**config.mk**
```make
export PLATFORM = sky130hd
export DESIGN_NAME = l2_bias_sequencer
export DESIGN_NICKNAME = d
export VERILOG_FILES = /design/src/rtl/l2_conv_pkg.sv /design/src/rtl/l2_bias_addsat.sv /design/src/rtl/l2_bias_sequencer.sv
export SDC_FILE = /design/constraint.sdc
export NUM_CORES = 1
export LEC_CHECK = 0
export BUFFER_PORTS_ARGS = -buffer_cell sky130_fd_sc_hd__clkbuf_2
export CAP_MARGIN = 20
export CELL_PAD_IN_SITES_DETAIL_PLACEMENT = 2
export CELL_PAD_IN_SITES_GLOBAL_PLACEMENT = 2
export CORE_MARGIN = 4
export CORE_UTILIZATION = 30
export DETAILED_ROUTE_END_ITERATION = 7
export PLACE_DENSITY_LB_ADDON = 0.15
export SLEW_MARGIN = 10
export SYNTH_ARGS = -nofsm -noshare
export SYNTH_HDL_FRONTEND = slang
export SYNTH_SLANG_ARGS = --single-unit
```
**constraint.sdc**
```tcl
create_clock -name clk -period 2.3 [get_ports clk]
set_clock_uncertainty 0.15 [all_clocks]
set_input_delay 0.115 -clock clk [delete_from_list [all_inputs] [get_ports clk]]
set_output_delay 0.115 -clock clk [all_outputs]
set_load 0.01 [all_outputs]
```
**src/rtl/l2_conv_pkg.sv**
```systemverilog
`default_nettype none
// ============================================================================
//  Module   : l2_conv_pkg
//  Purpose  : Shared layer-2 convolution types, widths and the saturating
//             bias-add helper used by the layer-2 bias stages.
//  Revision : 1.0  initial release
// ============================================================================
package l2_conv_pkg;

  // Datapath widths
  localparam int L2_ACC_W = 22;
  localparam int L2_SEL_W = 3;
  localparam int L2_SUM_W = L2_ACC_W + 1;

  // Signed limits of an L2_ACC_W-bit two's complement word
  localparam logic [L2_ACC_W-1:0] L2_ACC_MAX = {1'b0, {(L2_ACC_W-1){1'b1}}};
  localparam logic [L2_ACC_W-1:0] L2_ACC_MIN = {1'b1, {(L2_ACC_W-1){1'b0}}};

  // Sequencer states
  typedef enum logic [1:0] {
    IDLE  = 2'd0,
    RUN   = 2'd1,
    DRAIN = 2'd2
  } l2_state_t;

  // Result of a saturating add: clamped value plus clamp indicator
  typedef struct packed {
    logic [L2_ACC_W-1:0] val;
    logic                ovf;
  } l2_sat_t;

  // Sign-extend both operands by one bit, add, then clamp back to L2_ACC_W.
  // Overflow shows up as a disagreement between the two top sum bits; the
  // very top bit then carries the true sign and selects the clamp direction.
  function automatic l2_sat_t l2_sat_add(input logic [L2_ACC_W-1:0] a,
                                         input logic [L2_ACC_W-1:0] b);
    logic [L2_SUM_W-1:0] sum;
    l2_sat_t             res;
    sum     = {a[L2_ACC_W-1], a} + {b[L2_ACC_W-1], b};
    res.val = sum[L2_ACC_W-1:0];
    res.ovf = 1'b0;
    if (sum[L2_SUM_W-1] != sum[L2_ACC_W-1]) begin
      res.ovf = 1'b1;
      res.val = sum[L2_SUM_W-1] ? L2_ACC_MIN : L2_ACC_MAX;
    end
    return res;
  endfunction

endpackage
`default_nettype wire

```
**src/rtl/l2_bias_addsat.sv**
```systemverilog
`default_nettype none
// ============================================================================
//  Module   : l2_bias_addsat
//  Purpose  : Combinational accumulator + bias add with signed saturation and
//             optional ReLU. Shared by the layer bias stages.
//  Revision : 1.0  initial release
// ============================================================================
module l2_bias_addsat
  import l2_conv_pkg::*;
#(
  parameter int RELU_EN = 1
) (
  input  logic [L2_ACC_W-1:0] i_acc,
  input  logic [L2_ACC_W-1:0] i_bias,
  output logic [L2_ACC_W-1:0] o_res,
  output logic                o_ovf
);

  l2_sat_t w_sat;

  // Saturating add, then ReLU on the clamped value; ReLU never flags overflow
  always_comb begin
    w_sat = l2_sat_add(i_acc, i_bias);
    o_ovf = w_sat.ovf;
    o_res = w_sat.val;
    if ((RELU_EN != 0) && w_sat.val[L2_ACC_W-1]) begin
      o_res = '0;
    end
  end

endmodule
`default_nettype wire

```
**src/rtl/l2_bias_sequencer.sv**
```systemverilog
`default_nettype none
// ============================================================================
//  Module   : l2_bias_sequencer
//  Purpose  : Layer-2 bias stage sequencer. Walks channel/pixel counters over
//             one frame, drives the external bias mux select, adds the bias
//             with saturation/ReLU and emits results on a valid/ready stream.
//  Revision : 1.0  initial release
// ============================================================================
module l2_bias_sequencer
  import l2_conv_pkg::*;
#(
  parameter int CHANNELS = 8,
  parameter int PIX_NUM  = 64,
  parameter int RELU_EN  = 1
) (
  input  logic                clk,
  input  logic                rstn,
  input  logic                Start_i,
  output logic                Busy_o,
  output logic                Done_o,
  input  logic                AccValid_i,
  output logic                AccReady_o,
  input  logic [L2_ACC_W-1:0] Acc_i,
  output logic [L2_SEL_W-1:0] BiasSel_o,
  input  logic [L2_ACC_W-1:0] Bias_i,
  output logic                OutValid_o,
  input  logic                OutReady_i,
  output logic [L2_ACC_W-1:0] Out_o,
  output logic [L2_SEL_W-1:0] OutChan_o,
  output logic                OutLast_o,
  output logic                Ovf_o
);

  // Pixel counter is at least one bit wide so PIX_NUM==1 still elaborates
  localparam int c_pix_w = (PIX_NUM > 1) ? $clog2(PIX_NUM) : 1;
  localparam logic [L2_SEL_W-1:0] c_chan_last = L2_SEL_W'(CHANNELS - 1);
  localparam logic [c_pix_w-1:0]  c_pix_last  = c_pix_w'(PIX_NUM - 1);

  l2_state_t           r_state;
  l2_state_t           w_next_state;
  logic [L2_SEL_W-1:0] r_chan;
  logic [c_pix_w-1:0]  r_pix;
  logic [L2_ACC_W-1:0] r_out;
  logic [L2_SEL_W-1:0] r_out_chan;
  logic                r_out_last;
  logic                r_out_valid;
  logic                r_ovf;
  logic                r_done;

  logic                w_start;
  logic                w_out_free;
  logic                w_acc_ready;
  logic                w_accept;
  logic                w_last_word;
  logic [L2_ACC_W-1:0] w_res;
  logic                w_ovf;

  // Handshake qualifiers. The output slot is free when empty or when it is
  // being drained this cycle, which gives full throughput with ready held.
  assign w_start     = (r_state == IDLE) && Start_i;
  assign w_out_free  = !r_out_valid || OutReady_i;
  assign w_acc_ready = (r_state == RUN) && w_out_free;
  assign w_accept    = AccValid_i && w_acc_ready;
  assign w_last_word = (r_chan == c_chan_last) && (r_pix == c_pix_last);

  // Bias arithmetic; Bias_i already reflects r_chan through the external mux
  l2_bias_addsat #(
    .RELU_EN (RELU_EN)
  ) u_addsat (
    .i_acc  (Acc_i),
    .i_bias (Bias_i),
    .o_res  (w_res),
    .o_ovf  (w_ovf)
  );

  // State register
  always_ff @(posedge clk or negedge rstn) begin
    if (!rstn) begin
      r_state <= IDLE;
    end else begin
      r_state <= w_next_state;
    end
  end

  // Next-state logic
  always_comb begin
    w_next_state = r_state;
    case (r_state)
      IDLE:    if (Start_i) w_next_state = RUN;
      RUN:     if (w_accept && w_last_word) w_next_state = DRAIN;
      DRAIN:   if (w_out_free) w_next_state = IDLE;
      default: w_next_state = IDLE;
    endcase
  end

  // Channel/pixel counters: cleared on start, advanced per accepted word
  always_ff @(posedge clk or negedge rstn) begin
    if (!rstn) begin
      r_chan <= '0;
      r_pix  <= '0;
    end else if (w_start) begin
      r_chan <= '0;
      r_pix  <= '0;
    end else if (w_accept) begin
      if (r_chan == c_chan_last) begin
        r_chan <= '0;
        r_pix  <= (r_pix == c_pix_last) ? '0 : r_pix + 1'b1;
      end else begin
        r_chan <= r_chan + 1'b1;
      end
    end
  end

  // Output register: load on accept, otherwise drop valid once taken
  always_ff @(posedge clk or negedge rstn) begin
    if (!rstn) begin
      r_out       <= '0;
      r_out_chan  <= '0;
      r_out_last  <= 1'b0;
      r_out_valid <= 1'b0;
    end else if (w_accept) begin
      r_out       <= w_res;
      r_out_chan  <= r_chan;
      r_out_last  <= w_last_word;
      r_out_valid <= 1'b1;
    end else if (OutReady_i) begin
      r_out_valid <= 1'b0;
    end
  end

  // Sticky saturation flag, scoped to one frame
  always_ff @(posedge clk or negedge rstn) begin
    if (!rstn) begin
      r_ovf <= 1'b0;
    end else if (w_start) begin
      r_ovf <= 1'b0;
    end else if (w_accept && w_ovf) begin
      r_ovf <= 1'b1;
    end
  end

  // Done pulse registered on the DRAIN->IDLE edge
  always_ff @(posedge clk or negedge rstn) begin
    if (!rstn) begin
      r_done <= 1'b0;
    end else begin
      r_done <= (r_state == DRAIN) && w_out_free;
    end
  end

  assign Busy_o     = (r_state == RUN) || (r_state == DRAIN);
  assign Done_o     = r_done;
  assign AccReady_o = w_acc_ready;
  assign BiasSel_o  = r_chan;
  assign OutValid_o = r_out_valid;
  assign Out_o      = r_out;
  assign OutChan_o  = r_out_chan;
  assign OutLast_o  = r_out_last;
  assign Ovf_o      = r_ovf;

endmodule
`default_nettype wire

```
* Word-level counts from Yosys, hierarchy flattened *
Index checks and enable logic that the tools add are counted.

word-level totals
  bits in registers = 40
  input bits = 49
  output and inout bits = 34
  word-level logic and storage cells = 55

cells by class
  $add $sub $neg = 3
  equality and inequality tests = 8
  mux-type cells = 18
  reductions and logical operators = 17

operators with widths
  kind                                                    count
  two-way mux 6 bit                                       4
  adder 22 x 22 -> 23 bit                                 1
  two-way mux 23 bit                                      1
  two-way mux 22 bit                                      1
  two-way mux 21 bit                                      1
  two-way mux 3 bit                                       3
  nonzero test 2 bit                                      4
  logical AND 1 bit                                       7
  adder 6 x 1 -> 6 bit (second input constant)            1
  == test 6 bit (second input constant)                   1
  two-way mux 2 bit                                       3
  one-hot mux 2 bit (3 select lines)                      1
  two-way mux 1 bit                                       4
  inequality test 2 bit (second input constant)           2
  adder 3 x 1 -> 3 bit (second input constant)            1
  == test 3 bit (second input constant)                   1
  AND reduction 3 bit                                     1
  == test 2 x 1 -> 1 bit (second input constant)          1
  == test 2 bit (second input constant)                   1
  zero test 2 bit                                         1
  logical OR 1 bit                                        2
  inequality test 2 x 1 -> 1 bit (second input constant)  1
  AND reduction 2 bit                                     1
  zero test 1 bit                                         1
  inequality test 1 bit                                   1

* Depth between registers and ports, before layout *
Gate-level depths: netlist of run 1.

  depth in word-level cells = 7
  gate-level depth with buffers = 11

* Hierarchy *
From an unflattened synthesis of run 1, not the netlist that was laid out.

second synthesis, totals
  cells, all modules = 398
  area total of the unflattened synthesis = 3344.5 um^2

by module, submodules not included
  module             instances  cells an instance  area an instance (um^2)  sequential area each (um^2)
  l2_bias_sequencer  1          198                1824.2                   1001.0
  l2_bias_addsat     1          200                1520.2                   0.0

* Least setup slack after synthesis of run 1 *
Ideal clock, no wire load.

  path type = input to register
  start = input Acc_i[0]
  end = register r_out[10], in the netlist Out_o[10]
  setup time = 0.094 ns
  data arrival time = 2.032 ns
  data required time = 2.056 ns
  slack = 0.024 ns
  stages on the path = 10
  cell sequence = ha_1 inv_1 fa_1 nand2b_1 a21oi_1 o21ai_0 a21boi_0 a31oi_1 xor2_1 a211oi_1

on the way
  word-level cells in the longest chain between the ends = 4
  elaborated cells between the ends (all ways) = 5
  classes of those cells = add/sub: 1; eq/ne: 1; mux: 3

ends and longest elaborated chain
  item                                                                RTL line                              text
  start: declaration                                                  l2_bias_sequencer.sv:23               input logic [L2_ACC_W-1:0] Acc_i,
  adder 22 x 22 -> 23 bit *                                           l2_conv_pkg.sv:39                     sum = {a[L2_ACC_W-1], a} + {b[L2_ACC_W-1], b};
  two-way mux 22 bit / inequality test 1 bit (equally long branches)  l2_conv_pkg.sv:44, l2_conv_pkg.sv:42
  two-way mux 23 bit *                                                l2_conv_pkg.sv:42                     if (sum[L2_SUM_W-1] != sum[L2_ACC_W-1]) begin
  two-way mux 21 bit *                                                l2_bias_addsat.sv:26                  if ((RELU_EN != 0) && w_sat.val[L2_ACC_W-1]) begin
  end signal: assignment                                              l2_bias_sequencer.sv:122              r_out <= w_res;
  end: declaration                                                    l2_bias_sequencer.sv:43               logic [L2_ACC_W-1:0] r_out;

Every way passes the cells marked *; elsewhere a longest branch is shown, timed or not.
A chain may end at the register's enable or synchronous reset.

* Worst setup path in the final report of run 1 *
  start = input Acc_i[9]
  end = register r_out[2], in the netlist Out_o[2]

The elaborated chain is that of the path after synthesis.

==> results of run 1 <==
-- critical path, delay by kind of cell --
family	cells	cell delay (ns)
adder cells (fa/ha/maj)	1	0.34
AND/OR/NAND/NOR	4	0.90
AO/OA/AOI/OAI	3	0.57
buffers and inverters	2	0.34
-- how the worst max path moves through the flow --
stage	start	to	slack [ns]	cells past startpoint
2_1_floorplan	Acc_i[0]	Out_o[10]	0.02	10
3_3_place_gp	Acc_i[8]	Out_o[9]	-0.36	10
3_5_place_dp	Acc_i[0]	Out_o[12]	-0.40	12
4_1_cts	Acc_i[8]	Out_o[17]	0.02	10
5_1_grt	Acc_i[16]	Out_o[9]	-0.05	11
6_report	Acc_i[9]	Out_o[2]	0.09	10
-- logic make-up after synthesis --
kind of cell,synth area share (%)
AOI/OAI and AO/OA,23.1
xor gates and xnor gates,3.46
adders and majority gates,12.6
buffers and inverters,5.22
DFF,32.1
muxes,0.329
other,0.123
and+or+nand+nor,23.1
-- power groups by stage --
stage / Sequential (W) / Clock [W] / Combinational [W]
2_1_floorplan: 0.00115 / 0 / 0.000726
3_3_place_gp: 0.00109 / 0 / 0.00151
3_5_place_dp: 0.00110 / 0 / 0.00159
4_1_cts: 0.00109 / 0.000611 / 0.00161
5_1_grt: 0.00111 / 0.000639 / 0.00183
6_report: 0.00109 / 0.000603 / 0.00164
-- timing repair --
action | in CTS | in global routing
cloned | 0 | 1
pin swaps | 0 | 4
buffers inserted | 0 | 3
gates resized for setup | 5 | 14
endpoints found under the setup margin | 6 | 21
hold endpoints to repair | 39 | 0
hold buffers | 1 | 0
-- registers in the layout (all words and copies together), names as in the netlist --
register    count
Out_o          21
r_pix           6
BiasSel_o       3
OutChan_o       3
r_state         2
Done_o          1
OutLast_o       1
OutValid_o      1
Ovf_o           1
-- Yosys cell counts, drive strengths merged, types with 3 or more instances --
cell | count | area, µm²
nor4 | 3 | 18.8
a21o | 4 | 30.0
and2 | 4 | 25.0
nand3 | 8 | 40.0
o21a | 7 | 52.6
buf | 10 | 62.6
clkbuf | 8 | 32.5
o211ai | 7 | 52.6
a21oi | 32 | 164
nand4 | 3 | 18.8
and3 | 6 | 37.5
a31oi | 3 | 18.8
nand2 | 59 | 221
nor2 | 35 | 134
or3 | 4 | 25.0
ha | 29 | 363
xnor2 | 7 | 61.3
dfrtp | 39 | 976
inv | 17 | 63.8
nor2b | 4 | 25.0
nor3 | 6 | 30.0
xor2 | 5 | 43.8
a31o | 4 | 35.0
a211oi | 7 | 57.6
nand2b | 5 | 31.3
o21ai | 35 | 175
-- area by class of cell --
cell class	count	area, µm²
clock inverter	2	35.0
clock buffer	6	82.6
timing repair buffer	164	1050
sequential	39	976
multi-input combinational	303	1980
inverter	17	63.8
fill	1163	5470
tap	133	166
-- per-layer routing --
layer  routed length (µm)  vias to the layer above
li1                     -                     1644
met1                 4880                     1682
met2                 6110                       57
met3                  310                       12
met4                  133                        0
met5                    0                        -
-- per-stage QoR --
stage               TNS, ns  hold WS [ns]  instance area [µm²]  setup WS [ns]  power [W]
global route        -0.0948        0.0697                 4350        -0.0495    0.00359
floorplan                 0        -0.331                 3040         0.0238    0.00188
detailed placement    -5.10        0.0543                 4120         -0.403    0.00269
global placement      -3.88        0.0557                 4120         -0.364    0.00260
finish                    0        0.0395                 4350         0.0948    0.00333
CTS                       0        0.0500                 4260         0.0226    0.00331
==> flow_summary_export.csv, run 1 <==
group,metric,value,unit
final_layout,syn2layout_area_growth,43.2,%
clocking,clock_sinks,39,
worst_setup_path,reg2regPathDepth,8,
placement,place_hpwl,9.22,mm
placement,dp.cells,651,
clocking,clk_pin_slew,0.08,ns
grt,grt_util_met3,1.54,%
worst_setup_path,cp-start-kind,"primary input",
routing,routedWlPerCell,17.2,µm
floorplan,top_level_ports,83,
synth,synth-main-ff-cell,"dfrtp_1",
sta,finalCritPeriodShare,95.9,%
grt,busiest_layer,"met2",
synth,syn_area_per_cell,8.07,µm²
clocking,clkLatencyLatePin,0.30,ns
run_status,status,"complete, no violations",
final_layout,final_common_cell,"clkbuf_2",
synth,ys_seq_elements,39,
final_layout,final_cells,664,
clocking,cts_max_path_buffers,2,
clocking,cts_made_buffers,5,
routing,drtIter0Drc,88,
placement,io_buffers,81,
worst_setup_path,critPathKind,"primary input to flip-flop",
routing,vias_per_cell,5.11,
hold_path,min_path_type,"primary input to flip-flop",
sta,max_slew.worst_pin.slew,0.511,ns
pwr,p_seq_share,32.6,%
pwr,p_int,0.00199,W
hold_path,hold_depth,3,
routing,dr.pass1.iters,4,
floorplan,coreArea,9820,µm²
hold_path,min_to,"OutValid_o",
worst_setup_path,path_cells,"clkbuf_2 > ha_1 > and4_4 > and3_1 > and4bb_1 > and4b_1 > a311oi_4 > buf_4 > a21oi_1 > o21ai_0",
worst_setup_path,arrival,2.26,ns
hold_path,holdCritStartpoint,"OutReady_i",
final_layout,layout-drive-gt1-share,36.0,%
sta,max_freq,453,MHz
grt,overflow,0,
sta,maxSlewHeadroom,65.8,%
synth,ys_seq_area_share,32.1,%
grt,grt_max_degree,40,
synth,syn-cell-area,3040,µm²
floorplan,die_h,109,µm
routing,vias,3395,
worst_setup_path,rr_endpoint,"r_state[0]",
pwr,p_switching,0.00134,W
synth,ys_types,58,
worst_setup_path,slowest_delay,0.34,ns
worst_setup_path,end_kind,"flip-flop",
floorplan,die_area,11800,µm²
sta,finalHoldViolCount,0,
grt,first_global_vias,3740,
worst_setup_path,r2r_setup_slack,0.18,ns
grt,grtUsageTotal,19.4,%
routing,antenna_left,0,
sta,maxSlewViolCount,0,
worst_setup_path,required,2.35,ns
clocking,clockRootBuffer,"clkbuf_8",
synth,synth_edf_count,0,
pwr,swShare,40.2,%
pwr,power_frac_clock,18.1,%
final_layout,fin_nets,609,
worst_setup_path,slowest_stage,"ha_1",
routing,wirelength,11.4,mm
grt,grt_use_met1,23.8,%
final_layout,fin_util,44.3,%
pwr,pwr-share-comb,49.3,%
pwr,p_per_area,765,nW/µm²
grt,grtUsageMet2,36.8,%
sta,finalCriticalPeriod,2.21,ns
synth,ys_async_sr_fraction,100,%
clocking,tritoncts,"built",
synth,synth_cells,377,
worst_setup_path,r2r_start,"r_state[1]",
floorplan,std_cell_rows,36,
flow_run,drv_cap,0,
sta,setup_viol,0,
synth,ys_warn_count,0,
final_layout,mostFrequentLayoutCells,"clkbuf_2 (81), buf_4 (80), nand2_1 (59), dfrtp_1 (39), nor2_1 (34)",
clocking,h-tree-depth,2,
grt,grt_antenna_before_repair,0,
pwr,leakagePower,2.20,nW
synth,syn-num-nets,456,
grt,grt_pass1_wl,18.3,mm
floorplan,start_util,31.0,%
floorplan,die_w,109,µm
worst_setup_path,worst-path-max-fanout,7,
placement,gp_congestion,0.798,
pwr,irDropWorstVdd,287,µV
routing,drc,0,
final_layout,diodes,0,
Note: power is estimated with default switching activity, not from simulation.
==> inputs of run 2 (changes only) <==
--- a/config.mk
+++ b/config.mk
@@ -12,7 +12,7 @@
 export CORE_MARGIN = 4
 export CORE_UTILIZATION = 30
 export DETAILED_ROUTE_END_ITERATION = 7
-export PLACE_DENSITY_LB_ADDON = 0.15
+export PLACE_DENSITY = 0.82
 export SLEW_MARGIN = 10
 export SYNTH_ARGS = -nofsm -noshare
 export SYNTH_HDL_FRONTEND = slang
==> flow_summary_export.csv, run 2 (same netlist as run 1, synthesis figures left out) <==
group,metric,value,unit
worst_setup_path,worst-path-max-fanout,8,
placement,place_area,4010,µm²
worst_setup_path,cp-start-kind,"primary input",
routing,routedWlPerCell,18.1,µm
sta,setup_viol,0,
pwr,swShare,41.0,%
pwr,p_switching,0.00135,W
floorplan,std_cell_rows,36,
clocking,tritoncts,"built",
final_layout,diodes,0,
sta,maxSlewViolCount,0,
worst_setup_path,arrival,2.27,ns
worst_setup_path,critPathLaunch,"Bias_i[10]",
worst_setup_path,r2r_setup_slack,0.27,ns
hold_path,holdCritStartpoint,"OutReady_i",
worst_setup_path,required,2.34,ns
clocking,clock_sinks,39,
sta,finalHoldViolCount,0,
worst_setup_path,r2r_start,"r_state[1]",
final_layout,mostFrequentLayoutCells,"clkbuf_2 (81), buf_4 (62), nand2_1 (59), dfrtp_1 (39), nor2_1 (33)",
placement,dp_slack,-0.417,ns
routing,drtIter0Drc,84,
routing,wirelength,11.7,mm
clocking,cts_max_path_buffers,2,
floorplan,die_w,109,µm
grt,grt_pass1_wl,19.5,mm
pwr,pwr-share-comb,49.6,%
final_layout,largest_reg_flops,21,
worst_setup_path,end_kind,"flip-flop",
routing,vias_per_cell,5.11,
final_layout,final_common_cell,"clkbuf_2",
floorplan,coreArea,9820,µm²
sta,maxSlewHeadroom,65.3,%
sta,finalCriticalPeriod,2.23,ns
run_status,status,"complete, no violations",
routing,dr.pass1.iters,4,
sta,rsz0062_at_grt,"no",
routing,antenna_left,0,
sta,max_freq,448,MHz
clocking,clk_pin_slew,0.08,ns
sta,fin_ws,0.0686,ns
floorplan,die_area,11800,µm²
clocking,clockRootBuffer,"clkbuf_8",
pwr,power_frac_clock,17.4,%
hold_path,min_path_type,"primary input to flip-flop",
grt,grt_max_degree,40,
pwr,leakagePower,2.11,nW
placement,io_buffers,81,
worst_setup_path,crit_path_end,"Out_o[11]",
grt,overflow,0,
grt,first_global_vias,3869,
sta,max_slew.worst_pin.slew,0.515,ns
sta,finalCritPeriodShare,97.0,%
routing,vias,3298,
sta,whs,0.0108,ns
floorplan,top_level_ports,83,
final_layout,fin_area,4210,µm²
pwr,irDropWorstVdd,232,µV
worst_setup_path,critPathKind,"primary input to flip-flop",
grt,grt_antenna_before_repair,0,
worst_setup_path,rr_endpoint,"r_state[0]",
placement,gp_congestion,0.835,
pwr,p_seq_share,33.0,%
pwr,p_per_area,782,nW/µm²
final_layout,layout-drive-gt1-share,33.7,%
clocking,clkLatencyLatePin,0.29,ns
placement,place_hpwl,9.85,mm
worst_setup_path,reg2regPathDepth,8,
floorplan,start_util,31.0,%
final_layout,syn2layout_area_growth,38.3,%
final_layout,fin_nets,591,
clocking,cts_made_buffers,5,
pwr,p_int,0.00194,W
grt,grtUsageTotal,20.6,%
flow_run,drv_cap,0,
routing,drc,0,
floorplan,die_h,109,µm
clocking,h-tree-depth,2,
[run 2: changes by cell type in the layout (fill, tap and decap cells not counted), sizes merged]
cell / delta
buf: -18
clkbuf: -1
clkinv: +1
[run 2: repair_timing]
action	CTS	global route
gates resized for setup	4	16
hold endpoints to repair	39	0
hold buffers	1	0
setup buffers	0	0
setup endpoints to repair	4	22
cloned	0	0
pin swaps	0	4
[run 2: area by class of cell]
type / count / area [µm²]
Fill cell: 1180 / 5610
Multi-Input combinational cell: 303 / 1970
Sequential cell: 39 / 976
Timing Repair Buffer: 146 / 912
Tap cell: 133 / 166
Clock buffer: 5 / 68.8
Inverter: 17 / 63.8
Clock inverter: 3 / 43.8
[run 2: power groups by stage]
stage                     Clock, W  Combinational [W]  Sequential [W]
final                     0.000572            0.00163         0.00108
after floorplan                  0           0.000726         0.00115
after CTS                 0.000593            0.00163         0.00109
after global routing      0.000634            0.00181         0.00112
after detailed placement         0            0.00160         0.00110
after global placement           0            0.00148         0.00109
[run 2: routing by layer]
layer	global-route usage [%]	vias up	part of all wire (%)
li1	-	1606	-
met1	24.7	1627	42
met2	39.6	56	54
met3	2.84	9	3.0
met4	3.25	0	0.70
met5	0	-	0
[run 2: worst min path at each step]
| stage | to | slack, ns | cells past startpoint |
|---|---|---|---|
| CTS | OutValid_o | 0.009 | 3 |
| floorplan | BiasSel_o[0] | -0.33 | 0 |
| finish | OutValid_o | 0.01 | 3 |
| global route | OutValid_o | 0.05 | 3 |
| global placement | Out_o[13] | 0.05 | 2 |
| detailed placement | Out_o[14] | 0.06 | 2 |
[run 2: critical path, stage by stage]
cell      delay, ns
clkbuf_2       0.09
ha_2           0.37
and4_1         0.23
and3_1         0.20
and4bb_1       0.24
and4b_1        0.22
a311oi_2       0.27
buf_6          0.21
nor2_2         0.08
a211oi_1       0.24
[run 2: stage by stage]
| step | TNS (ns) | util [%] | total power, W | std cells |
|---|---|---|---|---|
| after floorplan | 0 | - | 0.00188 | 377 |
| after global placement | -3.45 | 40.9 | 0.00257 | 637 |
| after detailed placement | -5.39 | 40.9 | 0.00270 | 637 |
| after CTS | 0 | 42.3 | 0.00332 | 646 |
| after global routing | 0 | 42.8 | 0.00357 | 646 |
| final | 0 | 42.8 | 0.00329 | 646 |
==> inputs of run 3 (changes only) <==
--- a/config.mk
+++ b/config.mk
@@ -7,12 +7,10 @@
 export LEC_CHECK = 0
 export BUFFER_PORTS_ARGS = -buffer_cell sky130_fd_sc_hd__clkbuf_2
 export CAP_MARGIN = 20
-export CELL_PAD_IN_SITES_DETAIL_PLACEMENT = 2
-export CELL_PAD_IN_SITES_GLOBAL_PLACEMENT = 2
 export CORE_MARGIN = 4
-export CORE_UTILIZATION = 30
+export CORE_UTILIZATION = 53
 export DETAILED_ROUTE_END_ITERATION = 7
-export PLACE_DENSITY = 0.82
+export PLACE_DENSITY = 0.83
 export SLEW_MARGIN = 10
 export SYNTH_ARGS = -nofsm -noshare
 export SYNTH_HDL_FRONTEND = slang
==> flow_summary_export.csv, run 3 (same netlist as run 1, synthesis figures left out) <==
group,metric,value,unit
run_status,status,"complete, no violations",
routing,vias,3198,
routing,route.met3.wl,530,µm
clocking,cts_made_buffers,5,
flow_run,drv_cap,0,
final_layout,fin_nets,582,
grt,grt_pass1_wl,14.1,mm
worst_setup_path,r2r_setup_slack,0.31,ns
clocking,clk_pin_slew,0.07,ns
pwr,p_per_area,770,nW/µm²
final_layout,final_cells,576,
pwr,pwr-share-comb,47.5,%
sta,finalHoldViolCount,0,
floorplan,top_level_ports,83,
clocking,cts_max_path_buffers,2,
placement,dp.cells,566,
hold_path,min_to,"OutValid_o",
clocking,tritoncts,"built",
placement,io_buffers,81,
floorplan,die_h,83.8,µm
routing,dr_wl_met2,3.81,mm
final_layout,fill_cells,432,
sta,max_freq,464,MHz
grt,first_global_vias,3186,
routing,top_layer,"met4",
sta,max_slew.worst_pin.slew,0.955,ns
final_layout,layout-drive-gt1-share,31.7,%
sta,maxSlewViolCount,0,
routing,drtIter0Drc,210,
worst_setup_path,rr_endpoint,"BiasSel_o[0]",
floorplan,std_cell_rows,27,
clocking,clkLatencyLatePin,0.29,ns
worst_setup_path,required,2.35,ns
grt,overflow,0,
worst_setup_path,cp-start-kind,"primary input",
pwr,power_frac_clock,18.0,%
final_layout,mostFrequentLayoutCells,"clkbuf_2 (81), nand2_1 (59), buf_4 (55), dfrtp_1 (39), o21ai_0 (35)",
grt,grtUsageTotal,23.5,%
pwr,leakagePower,2.05,nW
pwr,p_int,0.00188,W
pwr,irDropWorstVdd,553,µV
final_layout,final_common_cell,"clkbuf_2",
routing,drt-met1-wl,3.56,mm
pwr,p_seq_share,34.5,%
clocking,clock_sinks,39,
final_layout,syn2layout_area_growth,32.0,%
sta,fin_ws,0.145,ns
worst_setup_path,critPathKind,"primary input to flip-flop",
routing,antenna_left,0,
hold_path,holdCritStartpoint,"OutReady_i",
sta,finalCriticalPeriod,2.16,ns
worst_setup_path,r2r_start,"r_state[1]",
worst_setup_path,path_cells,"clkbuf_2 > ha_2 > and4_1 > and3_1 > and4bb_1 > and4b_1 > a311oi_2 > buf_4 > nor2_2 > a211oi_1",
routing,dr.pass1.iters,5,
final_layout,largest_reg_flops,21,
sta,setup_viol,0,
pwr,p_switching,0.00121,W
placement,gp_congestion,0.921,
placement,dp_slack,-0.182,ns
hold_path,hold_depth,3,
clocking,h-tree-depth,2,
worst_setup_path,worst-path-max-fanout,8,
floorplan,die_w,83.8,µm
worst_setup_path,slowest_delay,0.35,ns
floorplan,start_util,54.9,%
worst_setup_path,reg2regPathDepth,8,
worst_setup_path,slowest_stage,"ha_2",
grt,grt_antenna_before_repair,0,
pwr,swShare,39.2,%
worst_setup_path,cp.buffers_inverters,2,
final_layout,seq_area,976,µm²
routing,vias_per_cell,5.55,
worst_setup_path,path_delay_family,"simple AND/OR/NAND/NOR gates",
floorplan,die_area,7010,µm²
final_layout,diodes,0,
routing,wirelength,8.12,mm
worst_setup_path,end_kind,"flip-flop",
placement,place_hpwl,6.69,mm
grt,grt_max_degree,40,
worst_setup_path,arrival,2.20,ns
pwr,power.total,0.00309,W
sta,finalCritPeriodShare,93.7,%
floorplan,coreArea,5540,µm²
sta,maxSlewHeadroom,36.3,%
routing,routedWlPerCell,14.1,µm
clocking,clockRootBuffer,"clkbuf_8",
final_layout,multi_input_area,1940,µm²
routing,drc,0,
hold_path,min_path_type,"primary input to flip-flop",
run 3: cell types whose count changed in the layout (fill, tap and decap cells not counted), moves of 2 or more:
cell     delta
a21oi_1     +2
a21oi_2     -2
buf_4       -7
ha_1        -2
ha_4        +2
nor4_1      +2
nor4_4      -2
o21ai_0     +6
o21ai_1     -6
run 3: worst reg2reg max path: stages (launching register included):
cell and delay (ns):
dfrtp_1 0.40, inv_1 0.11, ha_1 0.23, and2_1 0.17
nand2_1 0.26, buf_4 0.27, nor3_1 0.16, a21oi_1 0.08
nor2_1 0.10
run 3: metal layers:
| layer | GRT usage [%] | vias to the layer above |
|---|---|---|
| met4 | 7.02 | 0 |
| met3 | 3.55 | 22 |
| met2 | 40.0 | 132 |
| li1 | - | 1587 |
| met1 | 30.9 | 1457 |
| met5 | 0 | - |
run 3: area by class of cell:
class | instances | area share, %
Multi-Input combinational cell | 303 | 48.4
Sequential cell | 39 | 24.3
Timing Repair Buffer | 137 | 20.6
Tap cell | 72 | 2.24
Clock buffer | 5 | 1.71
Inverter | 17 | 1.59
Clock inverter | 3 | 1.09
run 3: repair_timing:
item | in CTS | in global routing
gates resized for setup | 0 | 6
setup endpoints to repair | 0 | 12
endpoints found under the hold margin | 39 | 0
hold buffers | 1 | 0
buffers inserted | 0 | 1
run 3: power by group through the flow:
stage / Combinational (W) / Clock, W / Sequential (W)
after detailed placement: 0.00144 / 0 / 0.00108
after floorplan: 0.000726 / 0 / 0.00115
after CTS: 0.00145 / 0.000570 / 0.00106
after global placement: 0.00139 / 0 / 0.00107
final: 0.00147 / 0.000558 / 0.00107
after global routing: 0.00163 / 0.000605 / 0.00109
run 3: worst max path at each step:
stage,startpoint,slack (ns),cells after the start,end
finish,Bias_i[9],0.14,10,Out_o[11]
global route,Bias_i[9],-0.003,10,Out_o[15]
CTS,Acc_i[0],0.1,11,Out_o[10]
detailed placement,Acc_i[0],-0.18,11,Out_o[10]
global placement,Acc_i[8],-0.09,10,Out_o[11]
floorplan,Acc_i[0],0.02,10,Out_o[10]
run 3: stage by stage:
stage	util (%)	setup TNS, ns	area, µm²	hold slack, ns
after floorplan	-	0	3040	-0.331
after global placement	69.4	-0.717	3850	0.144
after detailed placement	69.4	-1.83	3850	0.149
after CTS	71.7	0	3970	0.00835
after global routing	72.4	-0.00328	4010	0.0420
final	72.4	0	4010	0.0156
